[config.mk]
export PLATFORM = sky130hd
export DESIGN_NAME = snake_line_sched_flat
export DESIGN_NICKNAME = d
export VERILOG_FILES = /design/src/rtl/snake_line_sched_if.sv /design/src/rtl/snake_line_sched.sv /design/src/flat_wrapper.sv
export SDC_FILE = /design/constraint.sdc
export NUM_CORES = 1
export LEC_CHECK = 0
export CAP_MARGIN = 10
export CORE_AREA = 2 2 213 215
export DETAILED_ROUTE_END_ITERATION = 12
export DIE_AREA = 0 0 215 217
export PLACE_DENSITY = 0.71
export SYNTH_ARGS = -nofsm -noshare
export SYNTH_HDL_FRONTEND = slang
export SYNTH_SLANG_ARGS = --single-unit
[constraint.sdc]
create_clock -name clk -period 10.9 [get_ports clk]
set_input_delay 1.635 -clock clk [delete_from_list [all_inputs] [get_ports clk]]
set_output_delay 1.635 -clock clk [all_outputs]
set_load 0.005 [all_outputs]
[src/rtl/snake_line_sched_if.sv]
// Bus bundle for snake_line_sched.
// Carries the scan request (line_start, line_y, segment positions, length,
// game_end), the pixel lookup request (pix_valid, curr_x) and every
// result/status signal.
// The master modport is the video/game side. The slave modport is the scheduler.
// Segment i of snakepos_x / snakepos_y sits at [11*i +: 11]. Segment 0 is the head.
interface snake_line_sched_if #(
  parameter int MAX_SEG = 23
);
  logic                   line_start;
  logic [10:0]            line_y;
  logic [11*MAX_SEG-1:0]  snakepos_x;
  logic [11*MAX_SEG-1:0]  snakepos_y;
  logic [5:0]             length;
  logic                   game_end;
  logic                   pix_valid;
  logic [10:0]            curr_x;
  logic                   scan_busy;
  logic                   scan_done;
  logic                   overflow;
  logic                   out_valid;
  logic                   out_hit;
  logic                   out_head;
  logic [9:0]             out_addr;

  modport master (
    output line_start, line_y, snakepos_x, snakepos_y, length, game_end,
           pix_valid, curr_x,
    input  scan_busy, scan_done, overflow, out_valid, out_hit, out_head,
           out_addr
  );

  modport slave (
    input  line_start, line_y, snakepos_x, snakepos_y, length, game_end,
           pix_valid, curr_x,
    output scan_busy, scan_done, overflow, out_valid, out_hit, out_head,
           out_addr
  );
endinterface

[src/rtl/snake_line_sched.sv]
// snake_line_sched: per-scanline sprite scheduler for the snake renderer.
//
// On line_start the block scans the segments one per cycle. Every segment
// whose sprite rows cover line_y is stored in a small hit table of SLOTS
// entries. The entries are written in segment order, so slot 0 holds the
// head whenever the head is on the line.
//
// Once the scan finishes, each pixel lookup (pix_valid/curr_x) returns
// three registered results one cycle later:
//   - whether a segment covers the pixel,
//   - whether that segment is the head,
//   - the sprite ROM address.
//
// Ports:
//   clk  - clock
//   rst  - synchronous, active-low reset
//   bus  - snake_line_sched_if.slave, which carries:
//            scan request  : line_start, line_y, snakepos_x/y, length,
//                            game_end
//            pixel lookup  : pix_valid, curr_x
//            scan status   : scan_busy, scan_done, overflow
//            lookup result : out_valid, out_hit, out_head, out_addr
module snake_line_sched #(
  parameter int BLK_SIZE = 32,
  parameter int MAX_SEG  = 23,
  parameter int SLOTS    = 8
) (
  input  logic                clk,
  input  logic                rst,
  snake_line_sched_if.slave   bus
);

  localparam int ROW_W = $clog2(BLK_SIZE);
  localparam int CNT_W = $clog2(SLOTS + 1);
  localparam int IDX_W = $clog2(SLOTS);

  typedef enum logic [1:0] {IDLE, SCAN, READY} state_t;

  state_t               state;
  logic [5:0]           seg_k;
  logic [5:0]           seg_n;
  logic [10:0]          line_q;
  logic [CNT_W-1:0]     fill_cnt;
  logic [SLOTS-1:0]     slot_vld;
  logic [10:0]          slot_x    [SLOTS];
  logic                 slot_head [SLOTS];
  logic [ROW_W-1:0]     slot_row  [SLOTS];

  logic                 busy_q, done_q, ovf_q;
  logic                 vld_p1, hit_p1, head_p1;
  logic [9:0]           addr_p1;

  // A sprite edge at 'base' covers 'pos'. The compare is done at 12 bits so
  // that base + BLK_SIZE never wraps.
  function automatic logic in_span(input logic [10:0] base,
                                   input logic [10:0] pos);
    return ({1'b0, pos} >= {1'b0, base}) &&
           ({1'b0, pos} <  ({1'b0, base} + 12'(BLK_SIZE)));
  endfunction

  function automatic logic [9:0] sprite_addr(input logic [10:0]      cx,
                                             input logic [10:0]      sx,
                                             input logic [ROW_W-1:0] row);
    return 10'(cx - sx) + 10'(row) * 10'(BLK_SIZE);
  endfunction

  // ---- scan stage: select segment k and test it against the latched line
  logic [10:0] seg_x, seg_y;
  logic        seg_hit, scan_step, tbl_full, wr_en;

  always_comb begin
    seg_x = '0;
    seg_y = '0;
    for (int i = 0; i < MAX_SEG; i++) begin
      if (seg_k == 6'(i)) begin
        seg_x = bus.snakepos_x[11*i +: 11];
        seg_y = bus.snakepos_y[11*i +: 11];
      end
    end
  end

  // An empty scan (seg_n == 0) spends its single SCAN cycle without testing a segment.
  assign seg_hit   = in_span(seg_y, line_q);
  assign scan_step = (state == SCAN) && (seg_n != 6'd0);
  assign tbl_full  = (fill_cnt == CNT_W'(SLOTS));
  assign wr_en     = scan_step && seg_hit && !tbl_full;

  // The table payload carries no reset. Whether an entry is live is tracked by slot_vld.
  always_ff @(posedge clk) begin
    if (bus.line_start)
      line_q <= bus.line_y;
    if (wr_en) begin
      slot_x[fill_cnt[IDX_W-1:0]]    <= seg_x;
      slot_head[fill_cnt[IDX_W-1:0]] <= (seg_k == 6'd0);
      slot_row[fill_cnt[IDX_W-1:0]]  <= ROW_W'(line_q - seg_y);
    end
  end

  // ---- lookup stage: the lowest matching slot wins
  logic             lk_found, lk_head;
  logic [10:0]      lk_x;
  logic [ROW_W-1:0] lk_row;

  always_comb begin
    lk_found = 1'b0;
    lk_head  = 1'b0;
    lk_x     = '0;
    lk_row   = '0;
    // Walk from the top slot down, so that the lowest matching slot is written last.
    for (int i = SLOTS - 1; i >= 0; i--) begin
      if (slot_vld[i] && in_span(slot_x[i], bus.curr_x)) begin
        lk_found = 1'b1;
        lk_head  = slot_head[i];
        lk_x     = slot_x[i];
        lk_row   = slot_row[i];
      end
    end
  end

  // ---- control FSM and registered outputs (p1 = one cycle after request)
  always_ff @(posedge clk) begin
    if (!rst) begin
      state    <= IDLE;
      seg_k    <= '0;
      seg_n    <= '0;
      fill_cnt <= '0;
      slot_vld <= '0;
      busy_q   <= 1'b0;
      done_q   <= 1'b0;
      ovf_q    <= 1'b0;
      vld_p1   <= 1'b0;
      hit_p1   <= 1'b0;
      head_p1  <= 1'b0;
      addr_p1  <= '0;
    end else begin
      done_q <= 1'b0;
      if (bus.line_start) begin
        // A new line always restarts the scan, including one already in progress.
        state    <= SCAN;
        seg_k    <= '0;
        seg_n    <= (bus.length > 6'(MAX_SEG)) ? 6'(MAX_SEG) : bus.length;
        fill_cnt <= '0;
        slot_vld <= '0;
        ovf_q    <= 1'b0;
        busy_q   <= 1'b1;
      end else begin
        case (state)
          SCAN: begin
            if (scan_step && seg_hit) begin
              if (tbl_full) begin
                ovf_q <= 1'b1;
              end else begin
                slot_vld[fill_cnt[IDX_W-1:0]] <= 1'b1;
                fill_cnt <= fill_cnt + 1'b1;
              end
            end
            if ((seg_n == 6'd0) || (seg_k == seg_n - 6'd1)) begin
              state  <= READY;
              busy_q <= 1'b0;
              done_q <= 1'b1;
            end else begin
              seg_k <= seg_k + 6'd1;
            end
          end
          default: ;
        endcase
      end

      vld_p1 <= bus.pix_valid;
      if (bus.pix_valid) begin
        if ((state == READY) && !bus.game_end && lk_found) begin
          hit_p1  <= 1'b1;
          head_p1 <= lk_head;
          addr_p1 <= sprite_addr(bus.curr_x, lk_x, lk_row);
        end else begin
          hit_p1  <= 1'b0;
          head_p1 <= 1'b0;
          addr_p1 <= '0;
        end
      end
    end
  end

  assign bus.scan_busy = busy_q;
  assign bus.scan_done = done_q;
  assign bus.overflow  = ovf_q;
  assign bus.out_valid = vld_p1;
  assign bus.out_hit   = hit_p1;
  assign bus.out_head  = head_p1;
  assign bus.out_addr  = addr_p1;

endmodule

[src/flat_wrapper.sv]
// flat-port wrapper written by rule: the top's interface ports become plain ports
module snake_line_sched_flat 
#(
  parameter int BLK_SIZE = 32,
  parameter int MAX_SEG  = 23,
  parameter int SLOTS    = 8
)
  (clk, rst, bus_line_start, bus_line_y, bus_snakepos_x, bus_snakepos_y, bus_length, bus_game_end, bus_pix_valid, bus_curr_x, bus_scan_busy, bus_scan_done, bus_overflow, bus_out_valid, bus_out_hit, bus_out_head, bus_out_addr);
  snake_line_sched_if #(.MAX_SEG(MAX_SEG)) bus_i ();
  input  logic clk;
  input  logic rst;
  input wire logic [$bits(bus_i.line_start)-1:0] bus_line_start;
  input wire logic [$bits(bus_i.line_y)-1:0] bus_line_y;
  input wire logic [$bits(bus_i.snakepos_x)-1:0] bus_snakepos_x;
  input wire logic [$bits(bus_i.snakepos_y)-1:0] bus_snakepos_y;
  input wire logic [$bits(bus_i.length)-1:0] bus_length;
  input wire logic [$bits(bus_i.game_end)-1:0] bus_game_end;
  input wire logic [$bits(bus_i.pix_valid)-1:0] bus_pix_valid;
  input wire logic [$bits(bus_i.curr_x)-1:0] bus_curr_x;
  output wire logic [$bits(bus_i.scan_busy)-1:0] bus_scan_busy;
  output wire logic [$bits(bus_i.scan_done)-1:0] bus_scan_done;
  output wire logic [$bits(bus_i.overflow)-1:0] bus_overflow;
  output wire logic [$bits(bus_i.out_valid)-1:0] bus_out_valid;
  output wire logic [$bits(bus_i.out_hit)-1:0] bus_out_hit;
  output wire logic [$bits(bus_i.out_head)-1:0] bus_out_head;
  output wire logic [$bits(bus_i.out_addr)-1:0] bus_out_addr;
  assign bus_i.line_start = bus_line_start;
  assign bus_i.line_y = bus_line_y;
  assign bus_i.snakepos_x = bus_snakepos_x;
  assign bus_i.snakepos_y = bus_snakepos_y;
  assign bus_i.length = bus_length;
  assign bus_i.game_end = bus_game_end;
  assign bus_i.pix_valid = bus_pix_valid;
  assign bus_i.curr_x = bus_curr_x;
  assign bus_scan_busy = bus_i.scan_busy;
  assign bus_scan_done = bus_i.scan_done;
  assign bus_overflow = bus_i.overflow;
  assign bus_out_valid = bus_i.out_valid;
  assign bus_out_hit = bus_i.out_hit;
  assign bus_out_head = bus_i.out_head;
  assign bus_out_addr = bus_i.out_addr;
  snake_line_sched #(.BLK_SIZE(BLK_SIZE), .MAX_SEG(MAX_SEG), .SLOTS(SLOTS)) u_core (.clk(clk), .rst(rst), .bus(bus_i));
endmodule
; Word level (Yosys, flattened, before mapping)
; Memories as Yosys holds them, arrays and structs flattened.
; Index checks and enable logic that the tools add are counted.
[op_classes]
order_cmp = 21
muxes = 93
eq_ne = 26
add_sub_neg = 15
bitwise = 5
reduce_logical = 38
[ops]
columns = operator, n
row1 = 11-bit two-way mux, 46
row2 = 11-bit by 6-bit adder with 12-bit output (second input constant), 9
row3 = 11-bit by 12-bit less-than comparator with 1-bit output, 9
row4 = 11-bit >= comparator, 9
row5 = 10-bit two-way mux, 9
row6 = 6-bit by 4-bit == test with 1-bit output (second input constant), 8
row7 = 6-bit by 5-bit == test with 1-bit output (second input constant), 7
row8 = 5-bit two-way mux, 8
row9 = 1-bit two-way mux, 28
row10 = 6-bit by 3-bit == test with 1-bit output (second input constant), 4
row11 = 1-bit logical AND, 23
row12 = 6-bit by 2-bit == test with 1-bit output (second input constant), 2
row13 = 6-bit logical NOT, 2
row14 = 10-bit adder, 1
row15 = 10-bit subtractor, 1
row16 = 8-bit bitwise OR, 1
row17 = 6-bit by 1-bit adder with 6-bit output (second input constant), 1
row18 = 6-bit by 1-bit == test with 1-bit output (second input constant), 1
row19 = 6-bit == test, 1
row20 = 6-bit by 5-bit greater-than comparator with 1-bit output (second input constant), 1
row21 = 6-bit two-way mux, 1
row22 = 2-bit AND reduction, 3
row23 = 3-bit AND reduction, 2
row24 = 6-bit nonzero test, 1
row25 = 15 further kinds, 20
[totals]
in_bits = 539
out_inout_bits = 16
wordCells = 215
ff_bits = 53
ramBits = 136
mem_count = 3
[memory_table]
columns = name, words, width, rd, rd_clocked_by_memory_dff, wr, line_no
row1 = u_core.slot_x, 8, 11, 8, 0, 1, snake_line_sched.sv:45  ; logic [10:0] slot_x [SLOTS];
row2 = u_core.slot_row, 8, 5, 8, 0, 1, snake_line_sched.sv:47  ; logic [ROW_W-1:0] slot_row [SLOTS];
row3 = u_core.slot_head, 8, 1, 8, 0, 1, snake_line_sched.sv:46  ; logic slot_head [SLOTS];

; Logic depth before layout (Yosys ltp)
[depth]
depth_word = 31
ltp_mapped = 31
depth_no_buf = 30

; Worst setup path after synthesis
; OpenSTA, ideal clock, no wires.
[synth_timing]
kind = input-to-reg
start = in bus_curr_x[0]
end = reg u_core.addr_p1[9] (netlist: u_core.bus.out_addr[9])
t_arrival_ps = 7117
stages = 27
setup_slack_ps = 3722
path_buffers = 1
required_time_ps = 10839
setup_ps = 61
cell_sequence = inv_1 ha_1 nand4_1 nor3_1 a2111oi_0 a211oi_2 nor3_1 clkbuf_1 a22oi_1 a211oi_1 a21oi_1 o21ai_0 a21oi_1 ha_1 ha_1 inv_1 fa_1 nor2b_1 o21ai_0 a21boi_0 o21ai_0 a21boi_0 o21ai_0 nor3b_1 or4_1 a2111oi_0 a311o_1
[synth_via]
elab_chain_cells = 14
word_cells_on_any_way = 60
cone_classes = add/sub (2) / order compare (16) / mux (25) / reduce/logical (17)
[synth_lines]
columns = element, line_no
row1 = "start, declared", flat_wrapper.sv:19  ; input wire logic [$bits(bus_i.curr_x)-1:0] bus_curr_x;
row2 = 11-bit by 12-bit less-than comparator with 1-bit output / 11-bit >= comparator (equally long branches), "snake_line_sched.sv:58, snake_line_sched.sv:57"
row3 = 1-bit logical AND, snake_line_sched.sv:57  ; return ({1'b0, pos} >= {1'b0, base}) &&
row4 = 1-bit logical AND, snake_line_sched.sv:111  ; if (slot_vld[i] && in_span(slot_x[i], bus.curr_x)) begin
row5 = 10-bit two-way mux (8 in series), snake_line_sched.sv:111
row6 = 10-bit subtractor, snake_line_sched.sv:64  ; return 10'(cx - sx) + 10'(row) * 10'(BLK_SIZE);
row7 = 10-bit adder, snake_line_sched.sv:64
row8 = 10-bit two-way mux *, snake_line_sched.sv:171  ; if ((state == READY) && !bus.game_end && lk_found) begin
row9 = "end signal, assigned", snake_line_sched.sv:174  ; addr_p1 <= sprite_addr(bus.curr_x, lk_x, lk_row);
row10 = "end, declared", snake_line_sched.sv:51  ; logic [9:0] addr_p1;
; Every way passes the cells marked *; elsewhere a longest branch is shown, timed or not.
; A chain may end at the register's enable or synchronous reset.

; Final worst setup path
[layout_timing]
start = in bus_curr_x[8]
end = reg u_core.addr_p1[9] (netlist: u_core.bus.out_addr[9])
; The elaborated chain is that of the path after synthesis.

==> impl_metrics.env <==
export IMPL_status="finished clean"
export IMPL_clock_path_buffers=2
export IMPL_critPathKind="in2reg"
export IMPL_worst_slew_pin_slew_ns=1.37
export IMPL_fin_nets=3169
export IMPL_final_antenna_net_count=0
export IMPL_drv_cap=0
export IMPL_vias_per_cell=6.48
export IMPL_io_buffers=554
export IMPL_synth_area_mux_share_pct=0.362
export IMPL_startpoint="bus_curr_x[8]"
export IMPL_start_util_pct=37.2
export IMPL_grt_ovfl_total=0
export IMPL_cts_root_buf="clkbuf_16"
export IMPL_synthAdderAreaFrac_pct=14.6
export IMPL_wl_per_cell_um=34.3
export IMPL_skew_ns=0.0120
export IMPL_yosys_area_share_simple_pct=15.6
export IMPL_async_reset_ff_share_pct=0
export IMPL_ys_flop_type="edfxtp_1"
export IMPL_synthDistinctLibCells=86
export IMPL_fin_cells=3067
export IMPL_synthXorXnorAreaFrac_pct=2.90
export IMPL_slew_headroom_pct=7.47
export IMPL_crit_slowest_cell="nor3_2"
export IMPL_clkTransAtPathRegs_ns=0.07
export IMPL_insertion_delay_ns=0.45
export IMPL_whs_ns=0.474
export IMPL_h_tree_depth=4
export IMPL_grt_pass1_wl_um=143000
export IMPL_vias=19888
export IMPL_timing_setup_tns_ns=0
export IMPL_startpoint_type="input port"
export IMPL_cts_resized=0
export IMPL_antenna_found_initial=22
export IMPL_rows=78
export IMPL_placed_area_um2=23100
export IMPL_ir_drop_v=0.000113
export IMPL_p_per_area_nw_per_um2=84.0
export IMPL_die_height_um=217
export IMPL_synth_edff_count=147
export IMPL_critPathMaxStageDelay_ns=1.00
export IMPL_io_pins=555
export IMPL_crit_arrival_ns=9.00
export IMPL_synth_top_family_by_area="compound AO/OA/AOI/OAI gates"
export IMPL_post_route_period_util_pct=79.0
export IMPL_die_area_um2=46700
export IMPL_grt_setup_unrepaired="no"
export IMPL_cts_buffers=17
export IMPL_endpoint_kind="register"
export IMPL_syn_inst=1895
export IMPL_grt_start_max_net_pins=36
export IMPL_final_cell_mix="clkdlybuf4s50_1, ha_1, nor2_1, edfxtp_1, a21oi_1"
export IMPL_cts_hold_buf=0
export IMPL_core_area_um2=44700
export IMPL_cts_sinks=188
export IMPL_grt_usage_pct=44.0
export IMPL_report_final_slew_viol_count=0
export IMPL_fin_area_um2=23700
export IMPL_fin_ws_ns=2.29
export IMPL_place_ws_ns=1.98
export IMPL_hold_path_class="reg2reg"
export IMPL_hold_path_startpoint="u_core.bus.overflow"
export IMPL_final_common_cell="clkdlybuf4s50_1"
export IMPL_power_leakage_nw=9.15
export IMPL_wirelength_um=105000
export IMPL_hpwl_um=85300
export IMPL_finalWeightedCongestion=1.07
export IMPL_final_hold_violation_count=0
export IMPL_dp_cells=3021
export IMPL_max_freq_mhz=116
export IMPL_dr_first_iter_drc_count=2583
export IMPL_nFillCells=4138
export IMPL_synthesis_area_um2=16600
export IMPL_area_growth_pct=42.7
export IMPL_first_pass_iters=7
export IMPL_crit_buf_inv=3
export IMPL_reg2reg_from="u_core.seg_k[0]"
export IMPL_min_period_ns=8.61
export IMPL_crit_required_ns=11.29
export IMPL_drive_gt1_share_pct=6.36
export IMPL_drc=0
export IMPL_cp_max_fo=19
export IMPL_syn_nets=2623
export IMPL_synth_yosys_seq_area_share_pct=31.5
export IMPL_grt_pass1_vias=19525
export IMPL_yosys_warnings=0
export IMPL_cts_setup_buffers=0
export IMPL_die_w_um=215
export IMPL_path_delay_family="compound AO/OA/AOI/OAI gates"
export IMPL_ys_ff_latch=188
export IMPL_finalSetupViolCount=0
export IMPL_synth_compound_area_share_pct=29.4
export IMPL_cts_tree="built"
export IMPL_crit_top_cell="o21ai_0"
export IMPL_syn_avg_cell_area_um2=8.76
worst paths after layout:
path	endpoint	cells after the start	slack, ns
setup / recovery	u_core.bus.out_addr[9]	26	2.29
hold / removal	u_core.bus.overflow	1	0.47
setup reg to reg	u_core.slot_x[7][8]	23	2.89
hold reg to reg	u_core.bus.overflow	1	0.47
registers in the layout (all words and copies together), names as in the netlist:
signal,count
u_core.slot_vld,8
u_core.fill_cnt,4
u_core.bus.overflow,1
u_core.line_q,11
u_core.bus.out_head,1
u_core.seg_k,6
u_core.bus.out_valid,1
u_core.seg_n,6
u_core.slot_row,40
u_core.slot_x,88
u_core.bus.scan_done,1
u_core.bus.out_hit,1
u_core.bus.out_addr,10
u_core.slot_head,8
u_core.state,2
per-layer routing:
layer | wire length (um) | track usage [%] | up-vias
met4 | 8560 | 28.9 | 6
met2 | 45100 | 68.3 | 1451
met5 | 41 | 0 | -
met1 | 39100 | 51.3 | 9575
met3 | 12500 | 15.8 | 396
li1 | - | - | 8460
final cells by class:
cell class	count	area (um2)	share of cell area [%]
inverter	137	514	2.17
antenna	13	32.5	0.137
clock buffer	17	425	1.80
timing repair buffer	626	6090	25.7
multi-input combinational	1471	10500	44.4
tap	600	751	3.17
sequential	188	5240	22.1
clock inverter	15	133	0.560
power by group:
part / internal, mW / switching, mW
combinational: 0.284 / 0.287
clock: 0.300 / 0.309
sequential: 0.802 / 0.00820
cells in the mapped netlist, drive strengths merged (21+ instances only):
| cell type | count | share of area, % |
|---|---|---|
| a211oi | 45 | 2.1 |
| a21o | 24 | 1.1 |
| a21oi | 147 | 4.4 |
| a221oi | 52 | 2.8 |
| a22oi | 53 | 2.4 |
| buf | 21 | 0.78 |
| clkbuf | 78 | 1.8 |
| dfxtp | 41 | 4.9 |
| edfxtp | 147 | 27 |
| ha | 183 | 14 |
| inv | 136 | 3.1 |
| nand2 | 131 | 3.0 |
| nand3 | 57 | 1.7 |
| nor2 | 175 | 4.1 |
| nor3 | 42 | 1.4 |
| nor4 | 23 | 1.1 |
| o211ai | 33 | 1.5 |
| o21ai | 69 | 2.1 |
| o22ai | 59 | 2.2 |
| xnor2 | 45 | 2.4 |
cell families (layout without fill, tap and decap cells):
kind of cell	Yosys count	after routing
AOI/OAI and AO/OA	688	688
and+or+nand+nor	532	532
buffers and inverters	236	795
adders and majority gates	190	190
DFF	188	188
xor gates and xnor gates	55	55
muxes	6	6
other	0	13
metrics by stage:
step / power, mW / utilization (%)
final: 1.99 / 53.0
after global routing: 2.04 / 53.0
after CTS: 1.97 / 52.9
after detailed placement: 1.38 / 51.7
after global placement: 1.37 / 51.7
after floorplan: 1.02 / -
Note: power is estimated with default switching activity, not from simulation.
